**src/rtl/weight_update_seq_pkg.sv**
```systemverilog
// rtl/weight_update_seq_pkg.sv - shared filter package: Q-format defaults and sequencer states
package weight_update_seq_pkg;

   localparam int DEF_WIDTH = 16;
   localparam int DEF_QP    = 12;

   typedef enum logic [1:0] {
      ST_IDLE   = 2'd0,
      ST_UPDATE = 2'd1,
      ST_DONE   = 2'd2
   } state_t;

endpackage

```
**src/rtl/weight_update_seq_term_add.sv**
```systemverilog
// rtl/weight_update_seq_term_add.sv - weight_term_add: rounded Q-format product added to a weight
module weight_term_add
   import weight_update_seq_pkg::*;
#(
   parameter int WIDTH = DEF_WIDTH,
   parameter int QP    = DEF_QP
) (
   input  logic [WIDTH-1:0] mu_error,
   input  logic [WIDTH-1:0] x,
   input  logic [WIDTH-1:0] weight,
   output logic [WIDTH-1:0] new_weight
);

   // Half an LSB of the result, added before dropping the fraction bits.
   localparam logic [2*WIDTH-1:0] HALF = {{(2*WIDTH-1){1'b0}}, 1'b1} << (QP-1);

   logic signed [2*WIDTH-1:0] x_ext;
   logic signed [2*WIDTH-1:0] mu_ext;
   logic signed [2*WIDTH-1:0] full;
   logic        [2*WIDTH-1:0] rnd;
   logic        [WIDTH-1:0]   term;

   // Full-precision signed product, round half up, keep the integer window; add wraps.
   always_comb begin
      x_ext      = {{WIDTH{x[WIDTH-1]}}, x};
      mu_ext     = {{WIDTH{mu_error[WIDTH-1]}}, mu_error};
      full       = x_ext * mu_ext;
      rnd        = full + HALF;
      term       = WIDTH'(rnd >> QP);
      new_weight = weight + term;
   end

endmodule

```
**src/rtl/weight_update_seq.sv**
```systemverilog
// rtl/weight_update_seq.sv - sequential LMS weight updater, one tap per cycle
module weight_update_seq
   import weight_update_seq_pkg::*;
#(
   parameter int              WIDTH     = DEF_WIDTH,
   parameter int              QP        = DEF_QP,
   parameter int              N_TAPS    = 8,
   parameter logic [WIDTH-1:0] RESET_VAL = '0
) (
   input  logic                      clk,
   input  logic                      reset,
   input  logic                      start,
   input  logic [WIDTH-1:0]          x_n,
   input  logic [WIDTH-1:0]          mu_error,
   input  logic [$clog2(N_TAPS)-1:0] rd_idx,
   output logic [WIDTH-1:0]          rd_weight,
   output logic                      busy,
   output logic                      done
);

   localparam int IW = $clog2(N_TAPS);

   state_t           state;
   state_t           next_state;
   logic [WIDTH-1:0] weight [N_TAPS];
   logic [WIDTH-1:0] x_d    [N_TAPS];
   logic [WIDTH-1:0] mu_l;
   logic [IW-1:0]    idx;
   logic [WIDTH-1:0] w_next;

   // Single shared term/adder, steered to the current tap by idx.
   weight_term_add #(
      .WIDTH (WIDTH),
      .QP    (QP)
   ) u_term_add (
      .mu_error   (mu_l),
      .x          (x_d[idx]),
      .weight     (weight[idx]),
      .new_weight (w_next)
   );

   // State register; reset always lands in IDLE, dropping any start in that cycle.
   always_ff @(posedge clk) begin
      if (reset) begin
         state <= ST_IDLE;
      end else begin
         state <= next_state;
      end
   end

   // Next state and status flags; busy and done decode distinct states so never overlap.
   always_comb begin
      next_state = state;
      busy       = 1'b0;
      done       = 1'b0;
      case (state)
         ST_IDLE: begin
            if (start) begin
               next_state = ST_UPDATE;
            end
         end
         ST_UPDATE: begin
            busy = 1'b1;
            if (idx == IW'(N_TAPS-1)) begin
               next_state = ST_DONE;
            end
         end
         ST_DONE: begin
            done       = 1'b1;
            next_state = ST_IDLE;
         end
         default: begin
            next_state = ST_IDLE;
         end
      endcase
   end

   // Datapath: sample capture, per-tap write, and read port sampled before this edge's write.
   always_ff @(posedge clk) begin
      if (reset) begin
         for (int k = 0; k < N_TAPS; k++) begin
            weight[k] <= RESET_VAL;
            x_d[k]    <= '0;
         end
         mu_l      <= '0;
         idx       <= '0;
         rd_weight <= '0;
      end else begin
         rd_weight <= weight[rd_idx];
         case (state)
            ST_IDLE: begin
               if (start) begin
                  x_d[0] <= x_n;
                  for (int k = 1; k < N_TAPS; k++) begin
                     x_d[k] <= x_d[k-1];
                  end
                  mu_l <= mu_error;
                  idx  <= '0;
               end
            end
            ST_UPDATE: begin
               weight[idx] <= w_next;
               idx         <= idx + IW'(1);
            end
            default: begin
            end
         endcase
      end
   end

endmodule

```
**config.mk**
```make
export PLATFORM = sky130hd
export DESIGN_NAME = weight_update_seq
export DESIGN_NICKNAME = d
export VERILOG_FILES = /design/src/rtl/weight_update_seq_pkg.sv /design/src/rtl/weight_update_seq_term_add.sv /design/src/rtl/weight_update_seq.sv
export SDC_FILE = /design/constraint.sdc
export NUM_CORES = 1
export LEC_CHECK = 0
export ABC_AREA = 1
export CAP_MARGIN = 10
export CORE_MARGIN = 2
export CORE_UTILIZATION = 35
export CTS_CLUSTER_SIZE = 25
export DETAILED_ROUTE_END_ITERATION = 12
export GPL_TIMING_DRIVEN = 0
export SYNTH_ARGS = -nofsm -noshare
export SYNTH_HDL_FRONTEND = slang
export SYNTH_SLANG_ARGS = --single-unit
```
**constraint.sdc**
```tcl
create_clock -name clk -period 7.09 [get_ports clk]
set_input_delay 2.127 -clock clk [delete_from_list [all_inputs] [get_ports clk]]
set_output_delay 2.127 -clock clk [all_outputs]
set_load 0.005 [all_outputs]
```
# Word-level counts from Yosys, hierarchy flattened
# Memory sizes are Yosys's and may differ from the RTL's. A register that Yosys moved wholly into a read port is not among the register bits.
# Cells that the tools add are included.
classes:
  add_sub_neg: 3
  n_mul: 1
  n_eq_ne: 5
  n_mux: 30
  bitwise: 8
  reduce_logical: 6
ops:
  columns: ["op", "n"]
  rows:
  - ["16-bit 2-to-1 mux", 9]
  - ["28-bit by 12-bit adder with 28-bit output, second input constant", 1]
  - ["16-bit by 16-bit multiplier with 28-bit output", 1]
  - ["3-bit 2-to-1 mux", 6]
  - ["16-bit adder", 1]
  - ["16-bit OR reduction", 1]
  - ["1-bit 2-to-1 mux", 11]
  - ["1-bit bitwise OR", 8]
  - ["3-bit one-hot mux with 2 select lines", 1]
  - ["2-bit AND reduction", 3]
  - ["2-bit 2-to-1 mux", 2]
  - ["2-bit inequality test, second input constant", 2]
  - ["2-bit one-hot mux with 2 select lines", 1]
  - ["3-bit by 1-bit adder with 3-bit output, second input constant", 1]
  - ["3-bit equality test, second input constant", 1]
  - ["2-bit by 1-bit equality test with 1-bit output, second input constant", 1]
  - ["2-bit equality test, second input constant", 1]
  - ["2-bit zero test", 1]
  - ["2-bit nonzero test", 1]
word_totals:
  regBits: 21
  ram_bits: 256
  n_memories: 2
memory_table:
  columns: ["name", "depth", "word_bits", "read_ports", "rd_clocked_by_memory_dff", "wr", "line", "text"]
  rows:
  - ["weight", 8, 16, 2, 2, 8, "weight_update_seq.sv:25", "logic [WIDTH-1:0] weight [N_TAPS];"]
  - ["x_d", 8, 16, 8, 1, 8, "weight_update_seq.sv:26", "logic [WIDTH-1:0] x_d [N_TAPS];"]

# Logic depth before layout (Yosys ltp)
# Gate-level depths: netlist of the first run.
depth:
  word_depth: 6
  depth_mapped: 44
  depth_no_buf: 39

# Modules after synthesis
# From an unflattened synthesis of the first run, not the netlist that was laid out.
unflattened:
  hier_cells: 3115
  hier_area_um2: 24882.6
modules_own_cells:
  columns: ["mod", "instances", "cells_each", "area_per_inst_um2", "seq_area_each_um2"]
  rows:
  - ["weight_update_seq", 1, 1714, 14695.3, 8488.1]
  - ["weight_term_add", 1, 1401, 10187.3, 0.0]

# Worst setup path before layout of the first run
# Ideal clock, no wire load.
synth_path:
  path_type: "register to register"
  startpoint: "register with a tool-made name"
  endpoint: "memory weight[0][12] in the netlist's numbering, data pin"
  setup_ps: 272
  arrival_ps: 7404
  required_ps: 6818
  slack_ps: -587
  path_stages_with_launch: 36
  cell_sequence: "dfxtp_1 > buf_6 > buf_4 > buf_2 > buf_2 > a21oi_1 > o21ai_0 > nand3_1 > nand2_1 > clkinv_1 > nand2_1 > fa_1 > fa_1 > inv_1 > fa_1 > inv_1 > fa_1 > fa_1 > fa_1 > inv_1 > ha_1 > nand2_1 > nor4_1 > nand2_1 > nand2_1 > xor2_1 > ha_1 > nand2_1 > o21ai_1 > a21o_1 > a21oi_2 > o21ai_1 > a21boi_1 > o21ai_1 > xnor2_1 > nor2_1"
synth_lines:
  columns: ["item", "line"]
  rows:
  - ["end: declaration", "weight_update_seq.sv:25"]

==> flow_summary.toml, run 1 <==
[global_routing]
antenna_found_initial = 0
overflow = 0
grt_max_degree = 50
grt_pass1_vias = 19300
gr-usage-all-layers = 0.217
grt_pass1_wl_um = 114000

[critical_path]
endpoint_kind = "flip-flop"
r2r_slack_ns = -0.93
crit_type = "reg -> reg"
critical_path_arrival_ns = 8.29
cp-start-kind = "flip-flop"
cpPeakStageDelay_ns = 0.54
ff2ff_path_depth = 38
required_ns = 7.37
worstReg2RegEnd = "weight[7][10]"
cp_max_fo = 8
slowest_stage = "fa_1"

[die]
row_count = 94
boundaryPins = 56
chipWidth_um = 262
start_util = 0.354
die_area_um2 = 68700
core_area_um2 = 65900
die_h_um = 262

[synth]
synth_most_common_cell = "inv_1"
ys_seq_area_frac = 0.364
synth.top_cells.by_count = "inv_1, nor2_1, nand2_1, edfxtp_1, fa_1"
synthTopCellsByArea = "edfxtp_1, fa_1, inv_1, nor2_1, nand2_1"
ys_warn_count = 0
synth-async-reset-ratio = 0
syn_nets = 3083
yosysTopAreaCell = "edfxtp_1"
synth.avg_cell_area_um2 = 8.56
synth-edff-count = 256
synth-seq-cells = 296
synth_cells = 2726
synth_ff_type = "edfxtp_1"
yosysTopAreaCellShare = 0.330
ys_types = 49
synth_area_um2 = 23300

[clocking]
cts.sinks = 296
cts_buffer_depth = 3
cts_tree = "yes"
htreeDepth = 2
clkSlewWorstSetupHoldPaths_ns = 0.06
cts_inserted_buffers = 37
clk_latency_ns = 0.57
cts_root_buf = "clkbuf_16"

[place]
place_area_um2 = 25300
place.gp.congestion = 0.929
place_hpwl_um = 53400
io_buffers = 53

[final_layout]
final_area_um2 = 29400
final_net_count = 3290
antenna_cells = 0
synthToLayoutAreaGrowth_pct = 26.2
drive_gt1_frac = 0.167
fillers = 6360

[sta]
finalCritPeriodShare = 1.13
hold_viol_final = 0
hold_ws_ns = 0.544
tns_ns = -75.87
rsz0062_at_grt = "true"
worst_pin_slew_ns = 0.962
min_period_ns = 8.02
drv_slew = 0
finalSetupViolCount = 112
skew_ns = 0.0291
max_slew_margin = 0.354
timing.fmax_mhz = 125
fin_ws_ns = -0.926

[worst_hold_path]
holdPathStages = 2
min_to = "x_d[7][2]"
hp-start = "x_d[6][2]"
hold_class = "reg -> reg"

[job]
drv_cap = 0

[detailed_routing]
wire_per_inst_um = 19.4
vias = 19700
drt_wl_total_um = 74400
drc = 0
ant_nets = 0
vias_per_cell = 5.14
dr.pass1.iters = 6
drt_iter0_drc = 1840

[power]
p_leak_nw = 12.6
cellPowerDensity_nw_per_um2 = 456
power_mw = 13.4
peakVddDrop_v = 0.000814

[status]
violations = "negative setup slack"
outcome = "finished with violations"
==> critical path, delay by kind of cell (launching register included) <==
family / cells / cell delay (ns)
buffers and inverters: 12 / 1.27
flip-flops: 1 / 0.34
adder cells (fa/ha/maj): 8 / 3.60
AND/OR/NAND/NOR: 9 / 1.05
XOR/XNOR: 2 / 0.39
AO/OA/AOI/OAI: 7 / 1.05
==> sequential cells by signal, indices dropped and copies added (netlist names), named ones only <==
| name | count |
|---|---|
| weight | 128 |
| x_d | 128 |
| mu_l | 16 |
| rd_weight | 16 |
| idx | 3 |
| state | 2 |
==> where the power goes <==
part           total, mW  internal, mW  switching, mW
clock               1.98          1.18          0.807
sequential          2.12          2.07         0.0577
combinational       9.30          4.03           5.28
==> cell usage in the layout, fill, tap and decap left out, types with 26 or more instances in the layout <==
| master | count |
|---|---|
| edfxtp_1 | 256 |
| fa_1 | 218 |
| buf_12 | 28 |
| a21oi_1 | 113 |
| clkbuf_1 | 83 |
| o21ai_1 | 27 |
| ha_4 | 29 |
| clkdlybuf4s50_1 | 53 |
| ha_1 | 60 |
| nand2_1 | 302 |
| clkbuf_16 | 42 |
| o21ai_0 | 170 |
| inv_2 | 26 |
| nor2_1 | 457 |
| nand3_1 | 69 |
| a21oi_2 | 33 |
| buf_4 | 87 |
| inv_1 | 518 |
| dfxtp_1 | 39 |
| nand2_2 | 34 |
==> layout make-up <==
type                       count  area [um^2]  share of cell area
sequential                   296         8490               0.288
clock buffer                  53          996              0.0338
buffer                       120          857              0.0291
inverter                     562         2200              0.0748
tap                          864         1080              0.0367
multi-input combinational   1748        13800               0.469
clock inverter                15          260             0.00884
timing repair inverter         1         8.76            0.000298
timing repair buffer         167         1740              0.0592
==> per-layer routing <==
metal  vias up  track usage  part of all wire
li1       8958            -                 -
met1      9704        0.296              0.42
met2       844        0.352              0.47
met3       151       0.0340             0.075
met4         0       0.0744             0.038
met5         -            0                 0
==> metrics by stage <==
| stage | cells | worst slack [ns] | utilization |
|---|---|---|---|
| floorplan | 2726 | -0.179 | - |
| global placement | 3643 | -2.90 | 0.384 |
| detailed placement | 3645 | -1.82 | 0.385 |
| CTS | 3782 | -0.828 | 0.430 |
| global route | 3826 | -1.20 | 0.447 |
| finish | 3826 | -0.926 | 0.447 |
==> repair_timing <==
item	in CTS	in global routing
setup buffers	67	43
hold buffers	0	0
cloned	2	1
resized for setup	206	177
pin swaps	95	110
setup endpoints to repair	128	120
==> worst max-delay path by stage <==
stage | startpoint | to | slack, ns | cells after the start
floorplan | flip-flop | weight[0][12] | -0.18 | 36
global placement | reset | x_d[0][7] | -2.90 | 4
detailed placement | flip-flop | weight[3][12] | -1.82 | 31
CTS | flip-flop | weight[5][12] | -0.83 | 40
global route | flip-flop | weight[7][9] | -1.20 | 37
finish | flip-flop | weight[7][10] | -0.93 | 38
==> cell families (layout without fill, tap and decap cells) <==
family                   after synthesis  in the layout  synth area share
XOR/XNOR                              27             27            0.0101
AND/OR/NAND/NOR                      960            960             0.166
adder cells (fa/ha/maj)              319            319             0.245
flip-flops                           296            296             0.364
AO/OA/AOI/OAI                        442            442             0.101
buffers and inverters                682            918             0.114
No activity file was read; power rests on OpenSTA's default activity.
==> run 2, diff against run 1 <==
SLEW_MARGIN = 15   (was unset)
==> results of run 2 <==
Same layout as run 1: the final DEF is identical, and so are final timing and power.
